==> src/rtl/ofifo_drain_pkg.sv <==
// Shared types and default geometry for the ofifo read-side drain controller.
package ofifo_drain_pkg;

  localparam int COL_DEF     = 8;
  localparam int PSUM_BW_DEF = 16;
  localparam int ADDR_BW_DEF = 11;

  typedef enum logic [1:0] {
    IDLE  = 2'd0,
    DRAIN = 2'd1,
    DONE  = 2'd2
  } state_t;

endpackage

==> src/rtl/psum_relu.sv <==
// One psum lane: passes the value through, or clamps negatives to zero when enabled.
module psum_relu #(
  parameter int psum_bw = 16
) (
  input  logic               relu_en,
  input  logic [psum_bw-1:0] din,
  output logic [psum_bw-1:0] dout
);

  assign dout = (relu_en && din[psum_bw-1]) ? '0 : din;

endmodule

==> src/rtl/ofifo_drain.sv <==
// Pops complete psum rows from the ofifo, applies optional ReLU and writes them to
// consecutive psum SRAM addresses under write backpressure; pulses done at job end.
module ofifo_drain
  import ofifo_drain_pkg::*;
#(
  parameter int col     = COL_DEF,
  parameter int psum_bw = PSUM_BW_DEF,
  parameter int addr_bw = ADDR_BW_DEF
) (
  input  logic                   clk,
  input  logic                   reset,
  input  logic                   start,
  input  logic [addr_bw-1:0]     num_rows,
  input  logic [addr_bw-1:0]     base_addr,
  input  logic                   relu_en,
  input  logic                   fifo_valid,
  input  logic [col*psum_bw-1:0] fifo_out,
  output logic                   fifo_rd,
  output logic                   mem_wen,
  output logic [addr_bw-1:0]     mem_addr,
  output logic [col*psum_bw-1:0] mem_d,
  input  logic                   mem_ready,
  output logic                   busy,
  output logic                   done
);

  state_t                 state_reg;
  logic [addr_bw-1:0]     num_rows_reg;
  logic [addr_bw-1:0]     rd_cnt_reg;
  logic [addr_bw-1:0]     wr_cnt_reg;
  logic [addr_bw-1:0]     mem_addr_reg;
  logic                   relu_reg;
  logic                   out_vld_reg;
  logic [col*psum_bw-1:0] mem_d_reg;
  logic [col*psum_bw-1:0] relu_row;
  logic [addr_bw-1:0]     wr_cnt_next;
  logic                   pop;
  logic                   accept;

  genvar gi;
  generate
    for (gi = 0; gi < col; gi++) begin : g_lane
      psum_relu #(.psum_bw(psum_bw)) u_relu (
        .relu_en (relu_reg),
        .din     (fifo_out[gi*psum_bw +: psum_bw]),
        .dout    (relu_row[gi*psum_bw +: psum_bw])
      );
    end
  endgenerate

  // A pop may refill the output register in the same cycle its old row is accepted.
  assign pop         = (state_reg == DRAIN) && fifo_valid && (rd_cnt_reg < num_rows_reg)
                       && (!out_vld_reg || mem_ready);
  assign accept      = out_vld_reg && mem_ready;
  assign wr_cnt_next = wr_cnt_reg + 1'b1;

  always_ff @(posedge clk or posedge reset) begin
    if (reset) begin
      state_reg    <= IDLE;
      num_rows_reg <= '0;
      rd_cnt_reg   <= '0;
      wr_cnt_reg   <= '0;
      mem_addr_reg <= '0;
      relu_reg     <= 1'b0;
      out_vld_reg  <= 1'b0;
      mem_d_reg    <= '0;
    end else begin
      case (state_reg)
        IDLE: begin
          if (start) begin
            num_rows_reg <= num_rows;
            mem_addr_reg <= base_addr;
            relu_reg     <= relu_en;
            rd_cnt_reg   <= '0;
            wr_cnt_reg   <= '0;
            out_vld_reg  <= 1'b0;
            state_reg    <= (num_rows == '0) ? DONE : DRAIN;
          end
        end
        DRAIN: begin
          if (pop) begin
            rd_cnt_reg  <= rd_cnt_reg + 1'b1;
            out_vld_reg <= 1'b1;
            mem_d_reg   <= relu_row;
          end else if (accept) begin
            out_vld_reg <= 1'b0;
          end
          if (accept) begin
            wr_cnt_reg   <= wr_cnt_next;
            mem_addr_reg <= mem_addr_reg + 1'b1;
            if (wr_cnt_next == num_rows_reg) begin
              state_reg <= DONE;
            end
          end
        end
        DONE: begin
          state_reg <= IDLE;
        end
        default: begin
          state_reg <= IDLE;
        end
      endcase
    end
  end

  assign fifo_rd  = pop;
  assign mem_wen  = out_vld_reg;
  assign mem_addr = mem_addr_reg;
  assign mem_d    = mem_d_reg;
  assign busy     = (state_reg != IDLE);
  assign done     = (state_reg == DONE);

endmodule

==> config.mk <==
export PLATFORM = sky130hd
export DESIGN_NAME = ofifo_drain
export DESIGN_NICKNAME = d
export VERILOG_FILES = /design/src/rtl/ofifo_drain_pkg.sv /design/src/rtl/psum_relu.sv /design/src/rtl/ofifo_drain.sv
export SDC_FILE = /design/constraint.sdc
export NUM_CORES = 1
export LEC_CHECK = 0
export ABC_AREA = 0
export BUFFER_PORTS_ARGS = -buffer_cell sky130_fd_sc_hd__buf_2
export CORE_ASPECT_RATIO = 1.5
export CORE_MARGIN = 4
export CORE_UTILIZATION = 40
export CTS_CLUSTER_DIAMETER = 120
export DETAILED_ROUTE_END_ITERATION = 6
export PLACE_DENSITY_LB_ADDON = 0.25
export SLEW_MARGIN = 20
export SYNTH_ARGS = -nofsm -noshare
export SYNTH_HDL_FRONTEND = slang
export SYNTH_SLANG_ARGS = --single-unit
==> constraint.sdc <==
create_clock -name clk -period 6.4 [get_ports clk]
set_clock_uncertainty 0.15 [all_clocks]
set_input_delay 1.28 -clock clk [delete_from_list [all_inputs] [get_ports clk]]
set_output_delay 1.28 -clock clk [all_outputs]
set_load 0.005 [all_outputs]
# == Word level (Yosys, flattened, before mapping) ==
# Index checks and enable logic that the tools add are counted.
# op_classes
addsub,3
mul,0
div,0
magnitude_cmp,1
eq_ne,8
shift,0
n_mux,25
bitwise_logic,0
n_reduce_logical,24
# ops
cell,n
2-to-1 mux 16 bit,8
one-hot mux 11 bit (2 select lines),3
2-to-1 mux 11 bit,5
adder 11 x 1 -> 11 bit (second input constant),3
logical AND 1 bit,12
AND reduction 3 bit,4
equality test 11 bit,1
logical NOT 11 bit,1
< comparator 11 bit,1
2-to-1 mux 2 bit,4
!= test 2 bit (second input constant),3
one-hot mux 2 bit (2 select lines),1
AND reduction 2 bit,2
nonzero test 2 bit,2
2-to-1 mux 1 bit,3
!= test 3 bit (second input constant),1
equality test 2 x 1 -> 1 bit (second input constant),1
equality test 2 bit (second input constant),1
logical NOT 2 bit,1
!= test 2 x 1 -> 1 bit (second input constant),1
one-hot mux 1 bit (2 select lines),1
logical NOT 1 bit,1
logical OR 1 bit,1
# totals
regBits,176
latchBits,0
ramBits,0
rom_bits,0
in_bits,156
out_inout_bits,143
elab_cells,69
n_memories,0

# == Logic depth before layout (Yosys ltp) ==
# depth
depth_word,6
depth_mapped,11
depth_no_buf,8

# == Modules after synthesis ==
# A second synthesis with hierarchy kept.
# unflattened
cells_unflattened,755
hier_area_um2,9138.8
# by_module_without_submodules
mod,n_inst,cells_each,area_each_um2,seq_area_each_um2
ofifo_drain,1,611,7687.4,4404.2
psum_relu,8,18,181.4,0.0

# == Worst setup path before layout ==
# No wires, ideal clock.
# synth_path
kind,input to output
startpoint,input mem_ready
endpoint,output fifo_rd
t_arrival_ns,2.186
required_time_ns,4.970
slack_ns,2.784
cell_stages,7
path_buffers,3
path_cell_list,nand2b_1 > nand4b_1 > a21oi_1 > a21boi_1 > buf_2 > buf_6 > buf_6
# synth_between
elab_chain_cells,2
# synth_rtl
item,line_no,source
"start, declared",ofifo_drain.sv:22,"input logic mem_ready,"
logical OR 1 bit,ofifo_drain.sv:53,&& (!out_vld_reg || mem_ready);
logical AND 1 bit,ofifo_drain.sv:53,
"end, declared",ofifo_drain.sv:18,"output logic fifo_rd,"
# No other way between the ends.

# == Worst setup path in the final report ==
# Same ends and word-level chain as after synthesis.

==> run summary <==
Among all stages on the critical path, the largest delay is contributed by a21oi_1. STA classifies the critical path startpoint as an input pin. In the synthesized netlist the async set-or-reset flop fraction comes to 1.00. The transition time at the pin with the least slew margin came out at 0.993 ns. In this run the number of H-tree levels came out at 4. The wire length per cell came out at 16.3 um. The number of maximum-capacitance constraint violations is 0. After synthesis, the cell types taking the most area are dfrtp_1 (51%), mux2i_1 (14%), nand2_1 (7.8%), inv_1 (5.8%), o21ai_0 (2.4%). The finished layout holds 1461 standard cells, fillers aside. The cell type contributing the most total cell area after synthesis is dfrtp_1.

The register-to-register setup slack is 2.88 ns. The run finished with clean final reports. The combined global-route utilization of all metal layers is 0.200.

The total routed wire length on the met1 layer came out at 9210 um. The floorplan step defined a core boundary enclosing 21200 um^2. The mean area per synthesized cell came out at 9.63 um^2. The endpoint class of the critical path is an output port. The delay of the slowest cell on the worst path is 0.60 ns.

Post-CTS timing repair inserted 0 buffers for setup. Leaving out fill and tap cells, the most frequent cells in the layout are buf_2 (298), nand2_1 (181), dfrtp_1 (176). The met3 wirelength from detailed routing came out at 1460 um. The count of unresolved DRC violations after routing came out at 0. In this run the worst setup path begins at mem_ready. The worst IR drop on VDD is 0.235 mV. In this run, post-CTS repair resized a total of 0 instances. The via count of the first global-routing pass is 7339. The number of antenna violations at the first check in global routing is 1. The fmax is 0.243 GHz. The total congestion overflow after global routing is 0.

In this run the most critical hold path is launched from mem_d[111]. The cell count after placement came out at 1429. The cell count of the worst reg-to-reg path came out at 8.

The die is 189 um tall. The setup path with the least slack is of type in2out. The number of buffers inserted for hold repair after clock tree synthesis is 0.

The number of nets in the finished design came out at 1349. The flip-flop and latch count after synthesis came out at 176. The number of endpoints failing setup at the final stage came out at 0. The most critical setup path has its endpoint at fifo_rd. TritonCTS built the clock tree. The synthesized netlist occupies a cell area of 8690 um^2. The clock insertion delay at the later pin of the skew report came out at 0.43 ns. The floorplan step defined a die boundary enclosing 24200 um^2. After detailed routing, no signal wire sits above met5. Counting I/O delays and the setup requirement, the final critical path takes 4.12 ns. Counting distinct cell types in the post-synthesis netlist gives 46. The count of input and output buffers is 298. The library cell used most frequently in the layout, excluding fill and tap cells, is buf_2. The signal on the critical path passes through buf_2 -> nand2b_1 -> nand4b_1 -> a21oi_1 -> a21boi_4 -> buf_2. The total routed wirelength is 23800 um.

The ratio of cells with drive above 1 in the final layout came out at 0.296. The flip-flop count of the largest register, all copies and words added came out at 128. The floorplan step set the die width to 128 um. The post-DP HPWL is 17400 um. The number of hold-slack violations in the final timing report came out at 0. Of the synthesized area, sequential elements account for 0.507. The startpoint identified for the worst register-to-register timing path is num_rows_reg[8].

The overall via count from detail_route came out at 7111. The initial core utilization is 0.410. After the first detailed-routing iteration, the DRC count stood at 303.

Summed over all failing endpoints, the final setup total negative slack is 0 ns. The most used flip-flop cell after synthesis is dfrtp_1. By instance count, the cell type seen most on the critical path is buf_2. Detailed routing placed a total of 12700 um of wire on met2.

When the netlist entered floorplanning its net count stood at 1072. The CTS sink count came out at 176. The tree is rooted in a clkbuf_16. Clock-pin slew was measured on the worst setup and hold paths at 0.06 ns.

The final RePlAce weighted congestion is 0.840. The leakage dissipation came out at 5.88 nW. The number of synthesized flops with an enable pin came out at 0. After detailed routing, the number of vias per cell comes to 4.87. The Yosys step of the flow raised 0 warnings. The fraction of post-synthesis cell area in the top cell type by area came out at 0.507. The area overhead of the layout relative to synthesis is 26.4%. The number of optimization iterations in the first detailed-route pass came out at 6. Entering global routing, the biggest net connects 132 pins. The number of clock buffers inserted by TritonCTS is 17. In this run the critical register-to-register path is captured at mem_d[127]. The first global-routing pass estimated 38300 um of wire.

The peak fanout along the critical path is 11. The antenna cell count came out at 0. The cell area power density came out at 463 nW/um^2.

The headroom to the max-slew limit came out at 0.338. The class of the worst hold path is reg2reg. The floorplan row count came out at 65. Setup repair after global routing left no endpoint under its margin. In this run the count of I/O pins placed on the die edge is 299. The buffer depth of the longest clock path is 2. The filler cell count in the final layout is 2004. Dividing the final minimum period by the clock period gives 0.643.

The final number of max-transition violations came to 0. The required time reported for the critical path endpoint came out at 4.97 ns. Synthesis handed over a netlist of 903 instances. At the worst endpoint, the arrival time is 2.69 ns. The post-detailed-route count of antenna-violating nets is 0.
final cells by class:
class,count,area (um^2),area share
Timing Repair Buffer,304,1550,0.141
Tap cell,268,335,0.0305
Inverter,135,512,0.0466
Clock buffer,20,457,0.0416
Clock inverter,12,206,0.0188
Sequential cell,176,4400,0.401
Multi-Input combinational cell,546,3530,0.321
cell usage after synthesis, drive strengths merged (6+ instances only):
library cell,count
and3,7
nor2,23
o31ai,6
nand2,181
a21o,6
dfrtp,176
nand4,7
a2111o,6
inv,135
nor3,8
o21ai,43
and2,7
ha,13
nor2b,12
nand3,21
mux2,9
mux2i,124
buf,19
a21oi,27
clkbuf,27
xnor2,8
routing by layer:
layer / vias up / GRT usage
li1: 3482 / -
met4: 2 / 0.0650
met3: 31 / 0.0522
met2: 206 / 0.354
met1: 3390 / 0.232
met5: - / 0
per-stage QoR:
step / area (um^2) / power [W] / hold slack (ns) / worst slack, ns / util
after floorplan: 8690 / 0.00312 / 0.317 / 0.196 / -
after global placement: 10300 / 0.00391 / 0.336 / 2.30 / 0.486
after detailed placement: 10300 / 0.00396 / 0.342 / 2.27 / 0.486
after CTS: 11000 / 0.00516 / 0.355 / 2.29 / 0.518
after global routing: 11000 / 0.00547 / 0.376 / 2.14 / 0.518
final: 11000 / 0.00509 / 0.352 / 2.28 / 0.518
logic make-up after synthesis:
logic type               count (synthesis)  share of synthesized area
AO/OA/AOI/OAI                          108                     0.0780
XOR/XNOR                                13                     0.0131
adder cells (fa/ha/maj)                 13                     0.0187
buffers and inverters                  181                     0.0891
flip-flops                             176                      0.507
multiplexers                           133                      0.154
AND/OR/NAND/NOR                        279                      0.140
critical path, delay by kind of cell:
kind	cells	cell delay (ns)
AOI/OAI and AO/OA	2	0.94
buffers and inverters	2	0.25
and+or+nand+nor	2	0.22
power breakdown:
| part | total, W | internal [W] | leakage, nW | switching (W) |
|---|---|---|---|---|
| clock | 0.00117 | 0.000718 | 0.314 | 0.000453 |
| sequential | 0.00195 | 0.00162 | 2.15 | 0.000331 |
| combinational | 0.00197 | 0.000891 | 3.41 | 0.00108 |
how the worst min path moves through the flow:
stage | to | slack (ns) | cells after the start
after global routing | mem_d[127] | 0.38 | 1
after detailed placement | mem_d[111] | 0.34 | 1
after floorplan | wr_cnt_reg[10] | 0.32 | 1
after global placement | mem_d[31] | 0.34 | 1
final | mem_d[111] | 0.35 | 1
after CTS | wr_cnt_reg[10] | 0.36 | 1
No activity file was read; power rests on OpenSTA's default activity.
